<file path="src/rtl/baud_tick_gen.sv">
// Baud-rate enable generator: turns a captured divisor into a 16x oversample
// tick (rx_en) and a 1x bit tick (tx_en), all in the system clock domain.
module baud_tick_gen #(
    parameter int DIV_W      = 16,
    parameter int OVERSAMPLE = 16
) (
    input  logic             clk,
    input  logic             rst,
    input  logic [DIV_W-1:0] div_buf,
    input  logic             buf_rdy,
    output logic             rx_en,
    output logic             tx_en,
    output logic             running,
    output logic             div_err
);

    localparam int OS_W = $clog2(OVERSAMPLE);

    typedef enum logic {
        IDLE,
        RUN
    } state_e;

    state_e           state_q, state_d;
    logic [DIV_W-1:0] div_q, div_d;
    logic [DIV_W-1:0] cnt_q, cnt_d;
    logic [OS_W-1:0]  os_q, os_d;
    logic             rdy_q;
    logic             err_q, err_d;
    logic             capture;
    logic             cnt_zero;

    assign capture  = buf_rdy & ~rdy_q;
    assign cnt_zero = (cnt_q == '0);

    // A capture always takes priority over the period reload on the same edge.
    always_comb begin
        state_d = state_q;
        div_d   = div_q;
        cnt_d   = cnt_q;
        os_d    = os_q;
        err_d   = err_q;
        if (capture) begin
            if (div_buf == '0) begin
                state_d = IDLE;
                err_d   = 1'b1;
            end else begin
                state_d = RUN;
                div_d   = div_buf;
                cnt_d   = div_buf - DIV_W'(1);
                os_d    = '0;
                err_d   = 1'b0;
            end
        end else if (state_q == RUN) begin
            if (cnt_zero) begin
                cnt_d = div_q - DIV_W'(1);
                os_d  = os_q + OS_W'(1);
            end else begin
                cnt_d = cnt_q - DIV_W'(1);
            end
        end
    end

    always_ff @(posedge clk or negedge rst) begin
        if (!rst) begin
            state_q <= IDLE;
            div_q   <= '0;
            cnt_q   <= '0;
            os_q    <= '0;
            rdy_q   <= 1'b0;
            err_q   <= 1'b0;
        end else begin
            state_q <= state_d;
            div_q   <= div_d;
            cnt_q   <= cnt_d;
            os_q    <= os_d;
            rdy_q   <= buf_rdy;
            err_q   <= err_d;
        end
    end

    assign running = (state_q == RUN);
    assign rx_en   = running & cnt_zero;
    assign tx_en   = rx_en & (os_q == OS_W'(OVERSAMPLE - 1));
    assign div_err = err_q;

endmodule
</file>
<file path="config.mk">
export PLATFORM = sky130hd
export DESIGN_NAME = baud_tick_gen
export DESIGN_NICKNAME = d
export VERILOG_FILES = /design/src/rtl/baud_tick_gen.sv
export SDC_FILE = /design/constraint.sdc
export NUM_CORES = 1
export LEC_CHECK = 0
export ABC_AREA = 1
export CAP_MARGIN = 20
export CORE_MARGIN = 4
export CORE_UTILIZATION = 45
export DETAILED_ROUTE_END_ITERATION = 10
export HOLD_SLACK_MARGIN = 0.08
export SLEW_MARGIN = 20
export SYNTH_ARGS = -nofsm -noshare
export SYNTH_HDL_FRONTEND = slang
export SYNTH_SLANG_ARGS = --single-unit
</file>
<file path="constraint.sdc">
create_clock -name clk -period 2.8 [get_ports clk]
set_input_delay 0.56 -clock clk [delete_from_list [all_inputs] [get_ports clk]]
set_output_delay 0.56 -clock clk [all_outputs]
set_load 0.03 [all_outputs]
</file>
==> results of run 1 <==
## power by group through the flow
stage | logic [mW] | clock network (mW) | registers, mW
after floorplan | 0.437 | 0 | 0.739
after global placement | 0.586 | 0 | 0.754
after detailed placement | 0.587 | 0 | 0.755
after CTS | 0.590 | 0.516 | 0.745
after global routing | 0.677 | 0.542 | 0.760
final | 0.588 | 0.502 | 0.744
## synthesized netlist by cell type (3+ instances only)
| master | count |
|---|---|
| nand4_1 | 4 |
| o21ai_1 | 9 |
| nor4_1 | 4 |
| inv_1 | 46 |
| nand3_1 | 40 |
| nand3_2 | 6 |
| o21ai_0 | 19 |
| nand2_2 | 12 |
| nor2_2 | 5 |
| nand2_1 | 94 |
| nor2_1 | 34 |
| buf_2 | 6 |
| buf_6 | 3 |
| inv_2 | 6 |
| nor2_4 | 3 |
| dfrtp_1 | 39 |
## area by class of cell
| type | count | area share |
|---|---|---|
| clock inverter | 2 | 0.0120 |
| tap | 70 | 0.0301 |
| multi-input combinational | 251 | 0.434 |
| timing repair buffer | 28 | 0.0904 |
| sequential | 39 | 0.336 |
| inverter | 53 | 0.0693 |
| clock buffer | 6 | 0.0284 |
## registers in the layout, summed over array words and instances (netlist names)
signal,count
div_err,1
os_q,4
cnt_q,16
rdy_q,1
running,1
div_q,16
## per-layer routing
layer  GRT usage  vias to the layer above  share of wire  wire (µm)
met5           0                        -              0          0
met4      0.0686                        0          0.019        118
met3      0.0358                       10          0.045        279
met2       0.344                       58           0.48       2950
met1       0.266                     1041           0.46       2840
li1            -                     1170              -          -
## metrics by stage
| step | power, mW | setup WS [ps] |
|---|---|---|
| after floorplan | 1.18 | 484 |
| after global placement | 1.34 | 282 |
| after detailed placement | 1.34 | 232 |
| after CTS | 1.85 | 20.3 |
| after global routing | 1.98 | 18.7 |
| final | 1.83 | 188 |
## kinds of logic after synthesis
family          count (synthesis)
simple gates                  210
buf+inv                        63
flops                          39
compound gates                 38
fa+ha+maj                       2
xor+xnor                        1
## repair_timing
item                       in CTS  in global routing
setup endpoints to repair       0                  1
setup buffers                   0                  0
resized for setup               0                  1
hold endpoints to repair        0                  0
## worst reg2reg max path: cells and delay by family, from the launching register on
kind                     cells  cell delay (ps)
AND/OR/NAND/NOR             12             1110
flip-flops                   1              400
buffers and inverters        1              230
adder cells (fa/ha/maj)      1              210
## path summary, 6_finish.rpt
path	slack (ps)	to	start
max reg2reg	750	cnt_q[14]	cnt_q[7]
min in group clk	480	div_q[11]	div_q[11]
max in group asynchronous	1830	cnt_q[7]	rst
min reg2reg	480	div_q[11]	div_q[11]
max	190	rx_en	cnt_q[14]
min	380	os_q[1]	rst
==> flow_summary.yaml, run 1 <==
final_layout:
  drive_above_1_share: 0.145
  final_cell_area_um2: 2910
  fillers: 522
  layout_common_cells: "nand2_1, inv_1, nand3_1, dfrtp_1, nor2_1"
  synthToLayoutAreaGrowth_pct: 16.0
  finish.utilization: 0.555
  layout.nets: 399
  multiInputGateArea_um2: 1260
  final_common_cell: "nand2_1"
  seq_area_um2: 976
  stdcell_count: 449
  n_antenna_cell: 0
clock_tree:
  path_clk_slew_ps: 80
  h-tree-depth: 2
  clk_path_buf_depth: 2
  cts_tree: "yes"
  cts_num_sinks: 39
  numCtsBuffers: 5
  root_buffer: "clkbuf_8"
  cts-hold-fix-buffers: 0
  clock_latency_ps: 300
synth:
  yosys_warnings: 0
  synth_seq_cells: 39
  synth_top_area_cell: "dfrtp_1"
  synthSimpleGateAreaFrac: 0.400
  synthTopCellsByArea: "dfrtp_1, nand2_1, nand3_1"
  postSynth.asyncResetShare: 1.00
  syn_area_um2: 2510
  synth_xor_xnor_area_share: 0.00649
  synth_edf_count: 0
  syn_inst: 353
  synth-compound-area-share: 0.0868
  ys_types: 32
  syn_nets: 374
  yosys-mux-area-fraction: 0
  yosysSeqAreaShare: 0.389
  synth_adder_area_share: 0.00998
  syn_avg_cell_area_um2: 7.10
  yosys.area.top_type_share: 0.389
  synth_top_family_by_area: "simple AND/OR/NAND/NOR gates"
  ys.flop_type: "dfrtp_1"
placement:
  place_inst: 441
  placedInstanceArea_um2: 2790
  numPortBuffers: 22
  gp_congestion: 0.868
  hpwl_um: 4600
sta:
  slew_violations: 0
  setup_viol: 0
  fin_skew_ps: 5.94
  min_period_ps: 2610
  hold-worst-slack_ps: 380
  fin_crit_sh: 0.933
  fmax_mhz: 383
  fin_tns_setup_ps: 0
  rsz0062_at_grt: "no"
  hold_viol_final: 0
  worstMarginPinSlew_ps: 923
  slew_headroom: 0.384
worst_setup_path:
  crit_chain: "nor2_1, nand2_1, nor2_4, nand2_1, inv_1, nand2_2, inv_1, clkdlybuf4s50_1"
  cp_num_buf_inv: 3
  critPathKind: "reg -> out"
  worstPathArrival_ps: 2050
  cp.depth: 8
  slowest_stage: "clkdlybuf4s50_1"
  cp-end-kind: "output pin"
  crit_family: "buffers and inverters"
  critPathLaunchType: "flip-flop"
  ff2ff_path_depth: 14
  critPathMaxStageDelay_ps: 660
  path_max_fanout: 4
  worst_ep_required_time_ps: 2240
route:
  drc: 0
  vias: 2279
  viasPerCell: 5.08
  drt_iter0_drc: 113
  routed_wl_um: 6190
  wire_per_inst_um: 13.8
  ant_nets: 0
  firstDrtPassIters: 5
die:
  pin_count: 23
  initial_core_util: 0.479
  dieArea_um2: 6830
  die_height_um: 82.6
  num_rows: 26
  core_um2: 5240
  fp.dieW_um: 82.6
run:
  max_cap_viol_count: 0
pwr:
  switching_share: 0.365
  seqPwrFrac: 0.406
  leakagePower_nw: 1.48
  clockPowerShare: 0.274
  vdd_drop_max_uv: 247
  p_switching_uw: 670
  power.density_nw_per_um2: 631
  p_comb_frac: 0.321
  p_int_mw: 1.16
global_routing:
  grt_start_max_net_pins: 40
  grt_pass1_wl_um: 10400
  antenna_found_initial: 0
  grt_pass1_vias: 2117
  globalRouteOverflowTotal: 0
  grt_use_total: 0.205
worst_hold_path:
  hold_path_class: "in -> async"
status:
  status: "finished clean"
(Power assumes the default switching activity.)
==> inputs of run 2 (changes only) <==
CORE_MARGIN = default   (was 4)
MAX_ROUTING_LAYER = met4   (was default)
==> run 2 against run 1 <==
  * Sequential power about the same
  * Power about the same
  * Core utilization is 0.14 points higher
  * Cell count up 0.22%
  * Design area grew 0.26%
  * Die area decreased by 14%
  * Setup slack improved by 2.4 ps
  * Routed wire length about the same
  * Register-to-register slack lost 60 ps
  * Fmax about the same
  * Largest power group unchanged
==> flow_summary.yaml, run 2 (synthesis results as in run 1) <==
clock_tree:
  numCtsBuffers: 5
  postCtsSetupBuffers: 0
  root_buffer: "clkbuf_8"
  cts_tree: "yes"
  h-tree-depth: 2
  clk_path_buf_depth: 2
  cts_num_sinks: 39
  path_clk_slew_ps: 80
  clock_latency_ps: 290
pwr:
  seqPwrFrac: 0.408
  p_comb_frac: 0.321
  clockPowerShare: 0.271
  vdd_drop_max_uv: 505
  power.density_nw_per_um2: 629
  p_int_mw: 1.16
  switching_share: 0.364
  leakagePower_nw: 1.48
  p_switching_uw: 668
placement:
  gp_congestion: 0.844
  placedInstanceArea_um2: 2800
  hpwl_um: 4620
  numPortBuffers: 22
route:
  viasPerCell: 5.08
  routed_wl_um: 6190
  vias: 2284
  firstDrtPassIters: 6
  ant_nets: 0
  drt_iter0_drc: 148
  drc: 0
  wire_per_inst_um: 13.8
sta:
  fin_skew_ps: 6.99
  worstMarginPinSlew_ps: 899
  min_period_ps: 2610
  fin_crit_sh: 0.932
  fin_tns_setup_ps: 0
  hold_viol_final: 0
  rsz0062_at_grt: "no"
  slew_violations: 0
  slew_headroom: 0.400
  setup_viol: 0
  fmax_mhz: 383
die:
  initial_core_util: 0.479
  die_height_um: 76.6
  core_um2: 5240
  dieArea_um2: 5870
  pin_count: 23
  num_rows: 26
  fp.dieW_um: 76.6
final_layout:
  synthToLayoutAreaGrowth_pct: 16.3
  multiInputGateArea_um2: 1260
  n_antenna_cell: 0
  layout_common_cells: "nand2_1, inv_1, nand3_1, dfrtp_1, nor2_1"
  seq_area_um2: 976
  drive_above_1_share: 0.147
  reg_top3: "cnt_q (16), div_q (16), os_q (4)"
  layout.nets: 400
  final_cell_area_um2: 2920
  final_common_cell: "nand2_1"
  fillers: 529
global_routing:
  grt_start_max_net_pins: 40
  globalRouteOverflowTotal: 0
  grt_pass1_vias: 2320
  antenna_found_initial: 0
  grt_use_total: 0.243
  grt_pass1_wl_um: 10900
worst_setup_path:
  reg2reg_to: "cnt_q[14]"
  cp-startpoint: "cnt_q[1]"
  path_max_fanout: 4
  ff2ff_path_depth: 13
  crit_chain: "nor2_1, nand2_1, nor2_4, nand2_1, inv_1, nand2_2, inv_1, clkdlybuf4s50_1"
  critPathMaxStageDelay_ps: 650
  worstPathArrival_ps: 2050
  endpoint: "rx_en"
  cp-end-kind: "output pin"
  slowest_stage: "clkdlybuf4s50_1"
  critPathKind: "reg -> out"
  critPathLaunchType: "flip-flop"
  ff2ff_setup_slack_ps: 690
  r2r_start: "cnt_q[7]"
  worst_ep_required_time_ps: 2240
status:
  status: "finished clean"
run:
  max_cap_viol_count: 0
worst_hold_path:
  hold_path_class: "in -> async"
## run 2: cell count changes in the layout (fill, tap and decap cells not counted), sizes merged
cell and delta:
buf +1
## run 2: how the worst min path moves through the flow
stage	from	slack, ps	end	cells after the start
floorplan	rst	260	cnt_q[0]	0
global placement	div_q[11]	460	div_q[11]	2
detailed placement	div_q[0]	460	div_q[0]	2
CTS	rst	430	div_q[8]	1
global route	rst	470	os_q[0]	1
finish	rst	390	os_q[3]	1
## run 2: stage by stage
| stage | utilization | power (mW) | hold slack [ps] | setup WS, ps | std cells |
|---|---|---|---|---|---|
| detailed placement | 0.534 | 1.35 | 464 | 248 | 442 |
| global placement | 0.534 | 1.34 | 464 | 275 | 442 |
| floorplan | - | 1.18 | 264 | 484 | 353 |
| global route | 0.557 | 1.96 | 468 | 39.9 | 450 |
| finish | 0.557 | 1.83 | 390 | 191 | 450 |
| CTS | 0.556 | 1.84 | 433 | 79.2 | 450 |
## run 2: timing repair
| action | in CTS | in global routing |
|---|---|---|
| hold buffers | 0 | 0 |
| gates resized for setup | 0 | 1 |
| endpoints found under the hold margin | 0 | 0 |
| endpoints found under the setup margin | 0 | 1 |
## run 2: cell type report
cell class / count / area share
Tap cell: 70 / 0.0300
Inverter: 53 / 0.0691
Sequential cell: 39 / 0.335
Clock buffer: 6 / 0.0283
Clock inverter: 2 / 0.0120
Multi-Input combinational cell: 251 / 0.433
Timing Repair Buffer: 29 / 0.0927
## run 2: layer usage
| layer | vias up | part of all wire | GRT usage |
|---|---|---|---|
| li1 | 1168 | - | - |
| met1 | 1072 | 0.46 | 0.297 |
| met2 | 38 | 0.48 | 0.409 |
| met3 | 6 | 0.042 | 0.0479 |
| met4 | 0 | 0.014 | 0.0654 |
| met5 | - | 0 | - |
## run 2: critical path: cells and delay by family, from the launching register on
| kind | cells | cell delay (ps) |
|---|---|---|
| DFF | 1 | 410 |
| and+or+nand+nor | 5 | 550 |
| buffers and inverters | 3 | 800 |
## run 2: power groups by stage
stage	combinational, mW	clock, mW	sequential (mW)
finish	0.588	0.497	0.747
global route	0.679	0.522	0.762
CTS	0.590	0.502	0.747
detailed placement	0.589	0	0.756
global placement	0.585	0	0.756
floorplan	0.437	0	0.739
